## src/rtl/gpio_pkg.sv

```systemverilog
// Shared definitions for the GPIO bank: register offsets within a port
// and the enum used to decode addr[2:0].
package gpio_pkg;

  localparam logic [2:0] GPIO_OUT     = 3'd0;
  localparam logic [2:0] GPIO_DIR     = 3'd1;
  localparam logic [2:0] GPIO_IN      = 3'd2;
  localparam logic [2:0] GPIO_RISE_EN = 3'd3;
  localparam logic [2:0] GPIO_FALL_EN = 3'd4;
  localparam logic [2:0] GPIO_PEND    = 3'd5;
  localparam logic [2:0] GPIO_SET     = 3'd6;
  localparam logic [2:0] GPIO_CLR     = 3'd7;

  localparam int unsigned ADDR_W = 8;
  localparam int unsigned DATA_W = 32;

  typedef enum logic [2:0] {
    REG_OUT     = GPIO_OUT,
    REG_DIR     = GPIO_DIR,
    REG_IN      = GPIO_IN,
    REG_RISE_EN = GPIO_RISE_EN,
    REG_FALL_EN = GPIO_FALL_EN,
    REG_PEND    = GPIO_PEND,
    REG_SET     = GPIO_SET,
    REG_CLR     = GPIO_CLR
  } gpio_reg_t;

endpackage

```

## src/rtl/gpio_bank_if.sv

```systemverilog
// FemtoRV32 IO-bus slot as seen by one device: select, address, byte-masked
// write, read strobe and registered read data.
interface gpio_bank_if;
  import gpio_pkg::*;

  logic              sel;
  logic [ADDR_W-1:0] addr;
  logic [3:0]        wmask;
  logic [DATA_W-1:0] wdata;
  logic              rstrb;
  logic [DATA_W-1:0] rdata;

  modport master (output sel, addr, wmask, wdata, rstrb, input rdata);
  modport slave  (input sel, addr, wmask, wdata, rstrb, output rdata);
endinterface

```

## src/rtl/gpio_port.sv

```systemverilog
// One GPIO port: output latch, direction, edge enables, pending bits,
// input synchroniser and the combinational register read mux.
module gpio_port
  import gpio_pkg::*;
#(
  parameter int unsigned PORT_WIDTH  = 8,
  parameter int unsigned SYNC_STAGES = 2
) (
  input  logic                  clk,
  input  logic                  reset,
  input  logic                  wr_en,
  input  gpio_reg_t             reg_sel,
  input  logic [PORT_WIDTH-1:0] wr_data,
  input  logic [PORT_WIDTH-1:0] wr_mask,
  input  logic [PORT_WIDTH-1:0] pins_in,
  output logic [PORT_WIDTH-1:0] out_reg,
  output logic [PORT_WIDTH-1:0] dir_reg,
  output logic [PORT_WIDTH-1:0] rd_data,
  output logic                  pend_any
);

  logic [SYNC_STAGES-1:0][PORT_WIDTH-1:0] sync;
  logic [PORT_WIDTH-1:0] s, s_prev;
  logic [PORT_WIDTH-1:0] rise_en, fall_en, pend;
  logic [PORT_WIDTH-1:0] edges, clr;

  assign s        = sync[SYNC_STAGES-1];
  assign pend_any = |pend;

  // wr_data arrives already lane-masked, so W1C uses it directly.
  always_comb begin
    edges = ((s & ~s_prev & rise_en) | (~s & s_prev & fall_en)) & ~dir_reg;
    clr   = (wr_en && reg_sel == REG_PEND) ? wr_data : '0;
  end

  always_ff @(posedge clk) begin
    if (reset) begin
      sync    <= '0;
      s_prev  <= '0;
      out_reg <= '0;
      dir_reg <= '0;
      rise_en <= '0;
      fall_en <= '0;
      pend    <= '0;
    end else begin
      sync[0] <= pins_in;
      for (int unsigned i = 1; i < SYNC_STAGES; i++) sync[i] <= sync[i-1];
      s_prev <= s;
      pend   <= (pend & ~clr) | edges;
      if (wr_en) begin
        case (reg_sel)
          REG_OUT:     out_reg <= (out_reg & ~wr_mask) | wr_data;
          REG_DIR:     dir_reg <= (dir_reg & ~wr_mask) | wr_data;
          REG_RISE_EN: rise_en <= (rise_en & ~wr_mask) | wr_data;
          REG_FALL_EN: fall_en <= (fall_en & ~wr_mask) | wr_data;
          REG_SET:     out_reg <= out_reg | wr_data;
          REG_CLR:     out_reg <= out_reg & ~wr_data;
          default:     ;
        endcase
      end
    end
  end

  always_comb begin
    rd_data = '0;
    case (reg_sel)
      REG_OUT:     rd_data = out_reg;
      REG_DIR:     rd_data = dir_reg;
      REG_IN:      rd_data = s;
      REG_RISE_EN: rd_data = rise_en;
      REG_FALL_EN: rd_data = fall_en;
      REG_PEND:    rd_data = pend;
      default:     rd_data = '0;
    endcase
  end

endmodule

```

## src/rtl/gpio_bank.sv

```systemverilog
// Multi-port GPIO peripheral on the FemtoRV32 IO bus: port decode, read
// mux with registered rdata, and a registered OR of all pending bits.
module gpio_bank
  import gpio_pkg::*;
#(
  parameter int unsigned NUM_PORTS   = 2,
  parameter int unsigned PORT_WIDTH  = 8,
  parameter int unsigned SYNC_STAGES = 2
) (
  input  logic                            clk,
  input  logic                            reset,
  gpio_bank_if.slave                      bus,
  input  logic [NUM_PORTS*PORT_WIDTH-1:0] pins_in,
  output logic [NUM_PORTS*PORT_WIDTH-1:0] pins_out,
  output logic [NUM_PORTS*PORT_WIDTH-1:0] pins_oe,
  output logic                            irq
);

  logic [4:0]                            port_idx;
  gpio_reg_t                             reg_sel;
  logic                                  wr;
  logic [PORT_WIDTH-1:0]                 lane_mask, wr_bits;
  logic [NUM_PORTS-1:0][PORT_WIDTH-1:0]  port_rd;
  logic [NUM_PORTS-1:0]                  pend_any;
  logic [DATA_W-1:0]                     rd_word;

  assign port_idx = bus.addr[7:3];
  assign reg_sel  = gpio_reg_t'(bus.addr[2:0]);
  assign wr       = bus.sel & (|bus.wmask);

  always_comb begin
    lane_mask = '0;
    for (int unsigned i = 0; i < PORT_WIDTH; i++) lane_mask[i] = bus.wmask[i/8];
    wr_bits = bus.wdata[PORT_WIDTH-1:0] & lane_mask;
  end

  for (genvar p = 0; p < NUM_PORTS; p++) begin : g_port
    gpio_port #(
      .PORT_WIDTH (PORT_WIDTH),
      .SYNC_STAGES(SYNC_STAGES)
    ) u_port (
      .clk     (clk),
      .reset   (reset),
      .wr_en   (wr && (port_idx == 5'(p))),
      .reg_sel (reg_sel),
      .wr_data (wr_bits),
      .wr_mask (lane_mask),
      .pins_in (pins_in[p*PORT_WIDTH +: PORT_WIDTH]),
      .out_reg (pins_out[p*PORT_WIDTH +: PORT_WIDTH]),
      .dir_reg (pins_oe[p*PORT_WIDTH +: PORT_WIDTH]),
      .rd_data (port_rd[p]),
      .pend_any(pend_any[p])
    );
  end

  // Unmatched port indices (>= NUM_PORTS) fall through to zero.
  always_comb begin
    rd_word = '0;
    for (int unsigned p = 0; p < NUM_PORTS; p++)
      if (port_idx == 5'(p)) rd_word = DATA_W'(port_rd[p]);
  end

  always_ff @(posedge clk) begin
    if (reset) begin
      bus.rdata <= '0;
      irq       <= 1'b0;
    end else begin
      if (bus.sel && bus.rstrb) bus.rdata <= rd_word;
      irq <= |pend_any;
    end
  end

endmodule

```

## src/flat_wrapper.sv

```systemverilog
// flat-port wrapper written by rule: the top's interface ports become plain ports
module gpio_bank_flat import gpio_pkg::*;
#(
  parameter int unsigned NUM_PORTS   = 2,
  parameter int unsigned PORT_WIDTH  = 8,
  parameter int unsigned SYNC_STAGES = 2
)
  (clk, reset, pins_in, pins_out, pins_oe, irq, bus_sel, bus_addr, bus_wmask, bus_wdata, bus_rstrb, bus_rdata);
  gpio_bank_if bus_i ();
  input  logic clk;
  input  logic reset;
  input  logic [NUM_PORTS*PORT_WIDTH-1:0] pins_in;
  output logic [NUM_PORTS*PORT_WIDTH-1:0] pins_out;
  output logic [NUM_PORTS*PORT_WIDTH-1:0] pins_oe;
  output logic irq;
  input wire logic [$bits(bus_i.sel)-1:0] bus_sel;
  input wire logic [$bits(bus_i.addr)-1:0] bus_addr;
  input wire logic [$bits(bus_i.wmask)-1:0] bus_wmask;
  input wire logic [$bits(bus_i.wdata)-1:0] bus_wdata;
  input wire logic [$bits(bus_i.rstrb)-1:0] bus_rstrb;
  output wire logic [$bits(bus_i.rdata)-1:0] bus_rdata;
  assign bus_i.sel = bus_sel;
  assign bus_i.addr = bus_addr;
  assign bus_i.wmask = bus_wmask;
  assign bus_i.wdata = bus_wdata;
  assign bus_i.rstrb = bus_rstrb;
  assign bus_rdata = bus_i.rdata;
  gpio_bank #(.NUM_PORTS(NUM_PORTS), .PORT_WIDTH(PORT_WIDTH), .SYNC_STAGES(SYNC_STAGES)) u_core (.clk(clk), .reset(reset), .bus(bus_i), .pins_in(pins_in), .pins_out(pins_out), .pins_oe(pins_oe), .irq(irq));
endmodule
```

## config.mk

```make
export PLATFORM = sky130hd
export DESIGN_NAME = gpio_bank_flat
export DESIGN_NICKNAME = d
export VERILOG_FILES = /design/src/rtl/gpio_pkg.sv /design/src/rtl/gpio_bank_if.sv /design/src/rtl/gpio_port.sv /design/src/rtl/gpio_bank.sv /design/src/flat_wrapper.sv
export SDC_FILE = /design/constraint.sdc
export NUM_CORES = 1
export LEC_CHECK = 0
export ABC_CLOCK_PERIOD_IN_PS = 2800
export CAP_MARGIN = 20
export CORE_MARGIN = 5
export CORE_UTILIZATION = 52
export CTS_CLUSTER_DIAMETER = 120
export CTS_CLUSTER_SIZE = 14
export DETAILED_ROUTE_END_ITERATION = 16
export PLACE_DENSITY = 0.89
export SYNTH_ARGS = -nofsm -noshare
export SYNTH_HDL_FRONTEND = slang
export SYNTH_HIERARCHICAL = 1
export SYNTH_SLANG_ARGS = --single-unit
```

## constraint.sdc

```tcl
create_clock -name clk -period 2.8 [get_ports clk]
set_input_delay 0.56 -clock clk [delete_from_list [all_inputs] [get_ports clk]]
set_output_delay 0.56 -clock clk [all_outputs]
set_load 0.02 [all_outputs]
```

==> results of run 1 <==
[layer usage]
layer  up-vias  wire [um]  part of all wire [%]  GRT usage, %
li1       2592          -                     -             -
met1      2771       7010                    38          30.3
met2       383       8810                    48          40.7
met3        73       1730                   9.5          5.58
met4         0        687                   3.8          12.4
met5         -          0                     0             0
[final cells by class]
class	instances	area (um^2)	share of cell area, %
Clock inverter	12	124	1.52
Multi-Input combinational cell	468	3330	41.0
Clock buffer	20	467	5.74
Timing Repair Buffer	117	1170	14.3
Tap cell	172	215	2.65
Inverter	23	86.3	1.06
Sequential cell	137	2740	33.7
[kinds of logic after synthesis]
logic type	count (synthesis)
AOI/OAI and AO/OA	193
buffers and inverters	94
DFF	137
muxes	40
other	1
and+or+nand+nor	211
[cell usage after synthesis]
cell type	number
a211oi_2	8
a21o_1	16
a21oi_1	44
a221oi_1	10
a221oi_2	2
a22o_1	18
a22oi_1	10
a32o_1	46
a32o_2	2
and2_1	1
and2_2	8
and2b_1	2
and3_1	2
and4b_1	2
and4bb_1	4
and4bb_2	2
buf_12	2
buf_2	8
buf_4	31
buf_6	13
clkbuf_1	14
clkbuf_2	3
conb_1	1
dfxtp_1	137
inv_1	23
mux2_2	24
mux2i_1	12
mux4_2	4
nand2_1	49
nand2_2	4
nand2b_1	18
nand3_1	1
nand3b_1	32
nand4b_1	2
nor2_1	28
nor2b_1	48
nor4_1	4
nor4_4	1
nor4b_4	2
o21ai_0	30
o21ai_1	2
o21bai_4	1
o22a_1	2
o22ai_1	2
or4_1	1
[power groups by stage]
stage                     clock network (uW)  registers [uW]  logic, uW
after CTS                               2220            2000        369
after global routing                    2320            2010        397
final                                   2210            2000        376
after floorplan                            0            2050        240
after detailed placement                   0            2040        365
after global placement                     0            2040        354
[stage by stage]
| stage | area, um^2 | setup WS, ns | utilization (%) |
|---|---|---|---|
| finish | 8130 | 0.292 | 65.0 |
| floorplan | 6690 | 0.670 | - |
| detailed placement | 7540 | -0.0133 | 60.3 |
| global placement | 7540 | 0.0482 | 60.3 |
| global route | 8130 | 0.215 | 65.0 |
| CTS | 8130 | 0.331 | 65.0 |
[worst max path at each step]
stage	slack, ns	cells past startpoint	from	end
after floorplan	0.67	8	bus_addr[6]	u_core/g_port[1].u_port/dir_reg[5]$_SDFFE_PP0P_
after global placement	0.05	7	bus_addr[6]	u_core/g_port[0].u_port/dir_reg[5]$_SDFFE_PP0P_
after detailed placement	-0.01	7	bus_addr[6]	u_core/g_port[0].u_port/dir_reg[4]$_SDFFE_PP0P_
after CTS	0.33	7	bus_addr[6]	u_core/g_port[0].u_port/out_reg[0]$_SDFFE_PP0P_
after global routing	0.22	7	bus_addr[6]	u_core/g_port[0].u_port/out_reg[0]$_SDFFE_PP0P_
final	0.29	7	bus_addr[6]	u_core/g_port[0].u_port/out_reg[0]$_SDFFE_PP0P_
[worst max-delay path: cells and delay by family]
family / cells / cell delay, ns
buf+inv: 1 / 0.44
compound gates: 2 / 0.50
simple gates: 4 / 1.31
[cell usage in the layout (no fill, tap or decap), types with 3 or more instances in the layout]
cell type,count
nand2_2,4
mux2_2,24
mux2i_1,12
nor4_1,4
nand2b_1,18
clkbuf_16,17
and2_2,8
clkbuf_8,3
inv_1,23
a22oi_1,10
a21o_1,16
a21oi_1,44
clkinv_2,5
a22o_1,18
nand3b_1,32
mux4_2,4
clkinvlp_4,4
conb_1,24
buf_12,8
nor2_1,28
o21ai_0,30
nand2_1,49
dfxtp_1,137
and4bb_1,4
clkdlybuf4s50_1,77
a221oi_1,10
buf_4,30
a32o_1,46
nor2b_1,48
a211oi_2,8
==> results.json, run 1 <==
{
  "synth_warnings": 6,
  "hold_depth": 1,
  "min_path_type": "reg2reg",
  "coreArea_um2": 12500,
  "hpwlAfterDp_mm": 12.2,
  "avgSynthCellArea_um2": 9.77,
  "gp_congestion": 0.931,
  "fmax_mhz": 399,
  "hold_viol": 0,
  "max_stage_delay_ns": 0.53,
  "cts.sinks": 137,
  "seq_power_share_pct": 43.6,
  "ios": 129,
  "n_antenna_cell": 0,
  "viasPerCell": 6.13,
  "finalSetupTns_ns": 0,
  "powerDensity_nw_per_um2": 564,
  "root_buffer": "clkbuf_16",
  "yosysTopAreaCell": "dfxtp_1",
  "drtPass1Iterations": 8,
  "routedWlPerCell_um": 19.2,
  "cts.clk_slew.worst_paths_ns": 0.06,
  "period_needed_ns": 2.51,
  "post-route-period-util_pct": 89.6,
  "yosys.area_share.simple_pct": 19.4,
  "post_cts_resize_count": 0,
  "area_growth_pct": 23.2,
  "grt_pass1_wl_mm": 29.2,
  "slew_violations": 0,
  "drc": 0,
  "tightest_slew_ns": 0.849,
  "fill_cells": 973,
  "leakagePower_uw": 0.00298,
  "path_max_fanout": 8,
  "p_clk_share_pct": 48.2,
  "r2r_cells": 5,
  "status": "finished clean",
  "vias": 5819,
  "fp-row-count": 41,
  "die_x_um": 123,
  "ant_nets": 0,
  "start_util_pct": 52.7,
  "vdd_drop_max_mv": 0.499,
  "ys_ff_latch": 137,
  "die_h_um": 123,
  "grt_pass1_vias": 5783,
  "power.switching_uw": 1080,
  "required_ns": 3.11,
  "p_int_uw": 3510,
  "rrSetupSlack_ns": 1.23,
  "yosysTopAreaCellShare_pct": 41.5,
  "path_class": "in2reg",
  "synthMuxAreaShare_pct": 7.28,
  "rsz0062_at_grt": "false",
  "antenna_found_initial": 0,
  "setup_viol": 0,
  "clk_latency_ns": 0.42,
  "post_cts_buffers": 0,
  "clock_skew_ns": 0.00727,
  "synth_top_family_by_area": "compound AO/OA/AOI/OAI gates",
  "dp.cells": 917,
  "drt-total-wl_mm": 18.2,
  "critPathSlowestCell": "nor4b_4",
  "synth_seq_area_share_pct": 41.5,
  "maxSlewHeadroom_pct": 43.3,
  "instances_no_fill": 949,
  "synth_cell_types": 45,
  "io_buffer_count": 80,
  "p_total_uw": 4590,
  "synth_xor_area_share_pct": 0,
  "min_from": "u_core/g_port[0].u_port/sync[5]$_SDFF_PP0_",
  "grt_usage_pct": 24.7,
  "synth-compound-area-share_pct": 22.5,
  "clockBufferDepth": 2,
  "hold_end": "u_core/g_port[0].u_port/s[5]$_SDFF_PP0_",
  "rr_endpoint": "u_core/bus.rdata[1]$_SDFFE_PP0P_",
  "crit_chain": "clkdlybuf4s50_1 > nor4_4 > nand3_1 > nor2_1 > nor4b_4 > o21ai_0 > a22o_1",
  "maxCapViolCount": 0,
  "crit_path_end_kind": "flop",
  "cts.htree.levels": 4,
  "cts_tree": "done",
  "synth_area_leaders": "dfxtp_1 (42%), a32o_1 (7.0%), nor2b_1 (4.5%)",
  "r2r_start": "u_core/g_port[1].u_port/out_reg[1]$_SDFFE_PP0P_",
  "die_area_um2": 15100,
  "combPwrFrac_pct": 8.2,
  "final_nets": 828,
  "overflow": 0,
  "final_layout_size_suffix_gt1_share_pct": 16.7,
  "synth_area_um2": 6600,
  "synthAdderAreaFrac_pct": 0,
  "cp.arrival_ns": 2.82,
  "holdBufCountCts": 0,
  "synthCells": 676,
  "switching_share_pct": 23.6,
  "drtIter0Drc": 707,
  "hold_slack_ns": 0.434,
  "startpoint_type": "input pin",
  "numCtsBuffers": 17,
  "grt_max_degree": 73
}
(Power assumes the default switching activity.)
==> run 2, diff against run 1 <==
Settings changed: CAP_MARGIN 20 to unset.
==> results of run 2 <==
The final DEF is identical to that of run 1; final timing and power are the same.
==> run 3, diff against run 2 <==
Settings changed: CORE_MARGIN 5 to unset, CTS_CLUSTER_SIZE 14 to 20.
==> results.json, run 3 (synthesized netlist as in run 1, its figures left out) <==
{
  "hold_end": "u_core/g_port[1].u_port/s[6]$_SDFF_PP0_",
  "leakagePower_uw": 0.00291,
  "post_cts_buffers": 0,
  "final.setup.worst_slack_ns": 0.419,
  "r2r_start": "u_core/g_port[1].u_port/s[1]$_SDFF_PP0_",
  "setup_viol": 0,
  "root_buffer": "clkbuf_16",
  "top_usage_layer": "met2",
  "drc": 0,
  "cts.sinks": 137,
  "die_area_um2": 13200,
  "n_antenna_cell": 0,
  "coreArea_um2": 12200,
  "powerDensity_nw_per_um2": 549,
  "numCtsBuffers": 17,
  "rrSetupSlack_ns": 1.28,
  "rr_endpoint": "u_core/bus.rdata[1]$_SDFFE_PP0P_",
  "hold_depth": 1,
  "period_needed_ns": 2.38,
  "drtPass1Iterations": 6,
  "clock_skew_ns": 0.00450,
  "min_path_type": "reg2reg",
  "rsz0062_at_grt": "false",
  "finalSetupTns_ns": 0,
  "grt_pass1_vias": 5550,
  "post-route-util_pct": 65.6,
  "cts.htree.levels": 4,
  "worst-path-stages": 8,
  "min_from": "u_core/g_port[1].u_port/sync[6]$_SDFF_PP0_",
  "cpLargestDelayFamily": "simple AND/OR/NAND/NOR gates",
  "r2r_cells": 5,
  "ios": 129,
  "fp-row-count": 40,
  "die_h_um": 115,
  "cp.arrival_ns": 2.68,
  "critPathSlowestCell": "clkdlybuf4s50_1",
  "post_cts_resize_count": 0,
  "crit_chain": "clkdlybuf4s50_1 > nor4_4 > nand3_1 > nor2_1 > nor4b_4 > buf_4 > o21ai_0 > a22o_1",
  "gp_congestion": 0.905,
  "final_common_cell": "dfxtp_1",
  "post-route-period-util_pct": 85.0,
  "startpoint_type": "input pin",
  "io_buffer_count": 80,
  "hold_viol": 0,
  "crit_path_end_kind": "flop",
  "viasPerCell": 6.21,
  "critPathBufInv": 2,
  "slew_violations": 0,
  "grt_max_degree": 70,
  "grt_usage_pct": 27.7,
  "dp_worst_setup_slack_ns": 0.0546,
  "antenna_found_initial": 0,
  "final_cell_mix": "dfxtp_1 (137), clkdlybuf4s50_1 (76), nand2_1 (49)",
  "path_max_fanout": 7,
  "routedWlPerCell_um": 19.2,
  "vias": 5792,
  "grt_use_met3_pct": 6.88,
  "fmax_mhz": 420,
  "maxCapViolCount": 0,
  "required_ns": 3.10,
  "grt_pass1_wl_mm": 27.9,
  "holdBufCountCts": 0,
  "cts_tree": "done",
  "area_growth_pct": 21.3,
  "ant_nets": 0,
  "tightest_slew_ns": 0.830,
  "drt-total-wl_mm": 17.9,
  "clockBufferDepth": 2,
  "use_met1_pct": 34.2,
  "die_x_um": 115,
  "drtIter0Drc": 690,
  "overflow": 0,
  "start_util_pct": 54.1,
  "path_class": "in2reg",
  "maxSlewHeadroom_pct": 44.6,
  "max_stage_delay_ns": 0.44,
  "clk_latency_ns": 0.42,
  "status": "finished clean",
  "final_nets": 820,
  "final_layout_size_suffix_gt1_share_pct": 15.0,
  "gr-usage-met2_pct": 45.1,
  "hpwlAfterDp_mm": 11.8,
  "vdd_drop_max_mv": 0.352,
  "cts.clk_slew.worst_paths_ns": 0.05
}
-- run 3: routing by layer --
| metal | wire length [um] | part of all wire, % |
|---|---|---|
| met1 | 7000 | 39 |
| met2 | 8350 | 47 |
| met5 | 0 | 0 |
| met3 | 1910 | 11 |
| met4 | 620 | 3.5 |
-- run 3: worst max path at each step --
stage / start / end / slack [ns]
finish: bus_addr[6] / u_core/g_port[0].u_port/out_reg[5]$_SDFFE_PP0P_ / 0.42
floorplan: bus_addr[6] / u_core/g_port[1].u_port/dir_reg[5]$_SDFFE_PP0P_ / 0.67
global placement: bus_addr[6] / u_core/g_port[1].u_port/out_reg[0]$_SDFFE_PP0P_ / 0.11
detailed placement: bus_addr[6] / u_core/g_port[1].u_port/out_reg[6]$_SDFFE_PP0P_ / 0.05
global route: bus_addr[6] / u_core/g_port[1].u_port/out_reg[2]$_SDFFE_PP0P_ / 0.32
CTS: bus_addr[6] / u_core/g_port[1].u_port/out_reg[6]$_SDFFE_PP0P_ / 0.48
-- run 3: metrics by stage --
step           hold WS [ns]  instance area (um^2)  power [uW]  instances
2_1_floorplan         0.414                  6690        2290        699
3_3_place_gp          0.419                  7480        2390        905
3_5_place_dp          0.424                  7480        2400        905
4_1_cts               0.436                  8010        4400        933
5_1_grt               0.455                  8010        4520        933
6_report              0.435                  8010        4400        933
-- run 3: where the power goes --
| group | switching, uW | internal [uW] | total [uW] |
|---|---|---|---|
| combinational | 222 | 146 | 368 |
| sequential | 19.3 | 1990 | 2010 |
| clock | 763 | 1260 | 2030 |
-- run 3: cell type report --
type / count / area (um^2)
Sequential cell: 137 / 2740
Multi-Input combinational cell: 468 / 3330
Inverter: 23 / 86.3
Timing Repair Buffer: 109 / 1110
Tap cell: 168 / 210
Clock inverter: 4 / 45.0
Clock buffer: 24 / 482
Fill cell: 900 / 4200
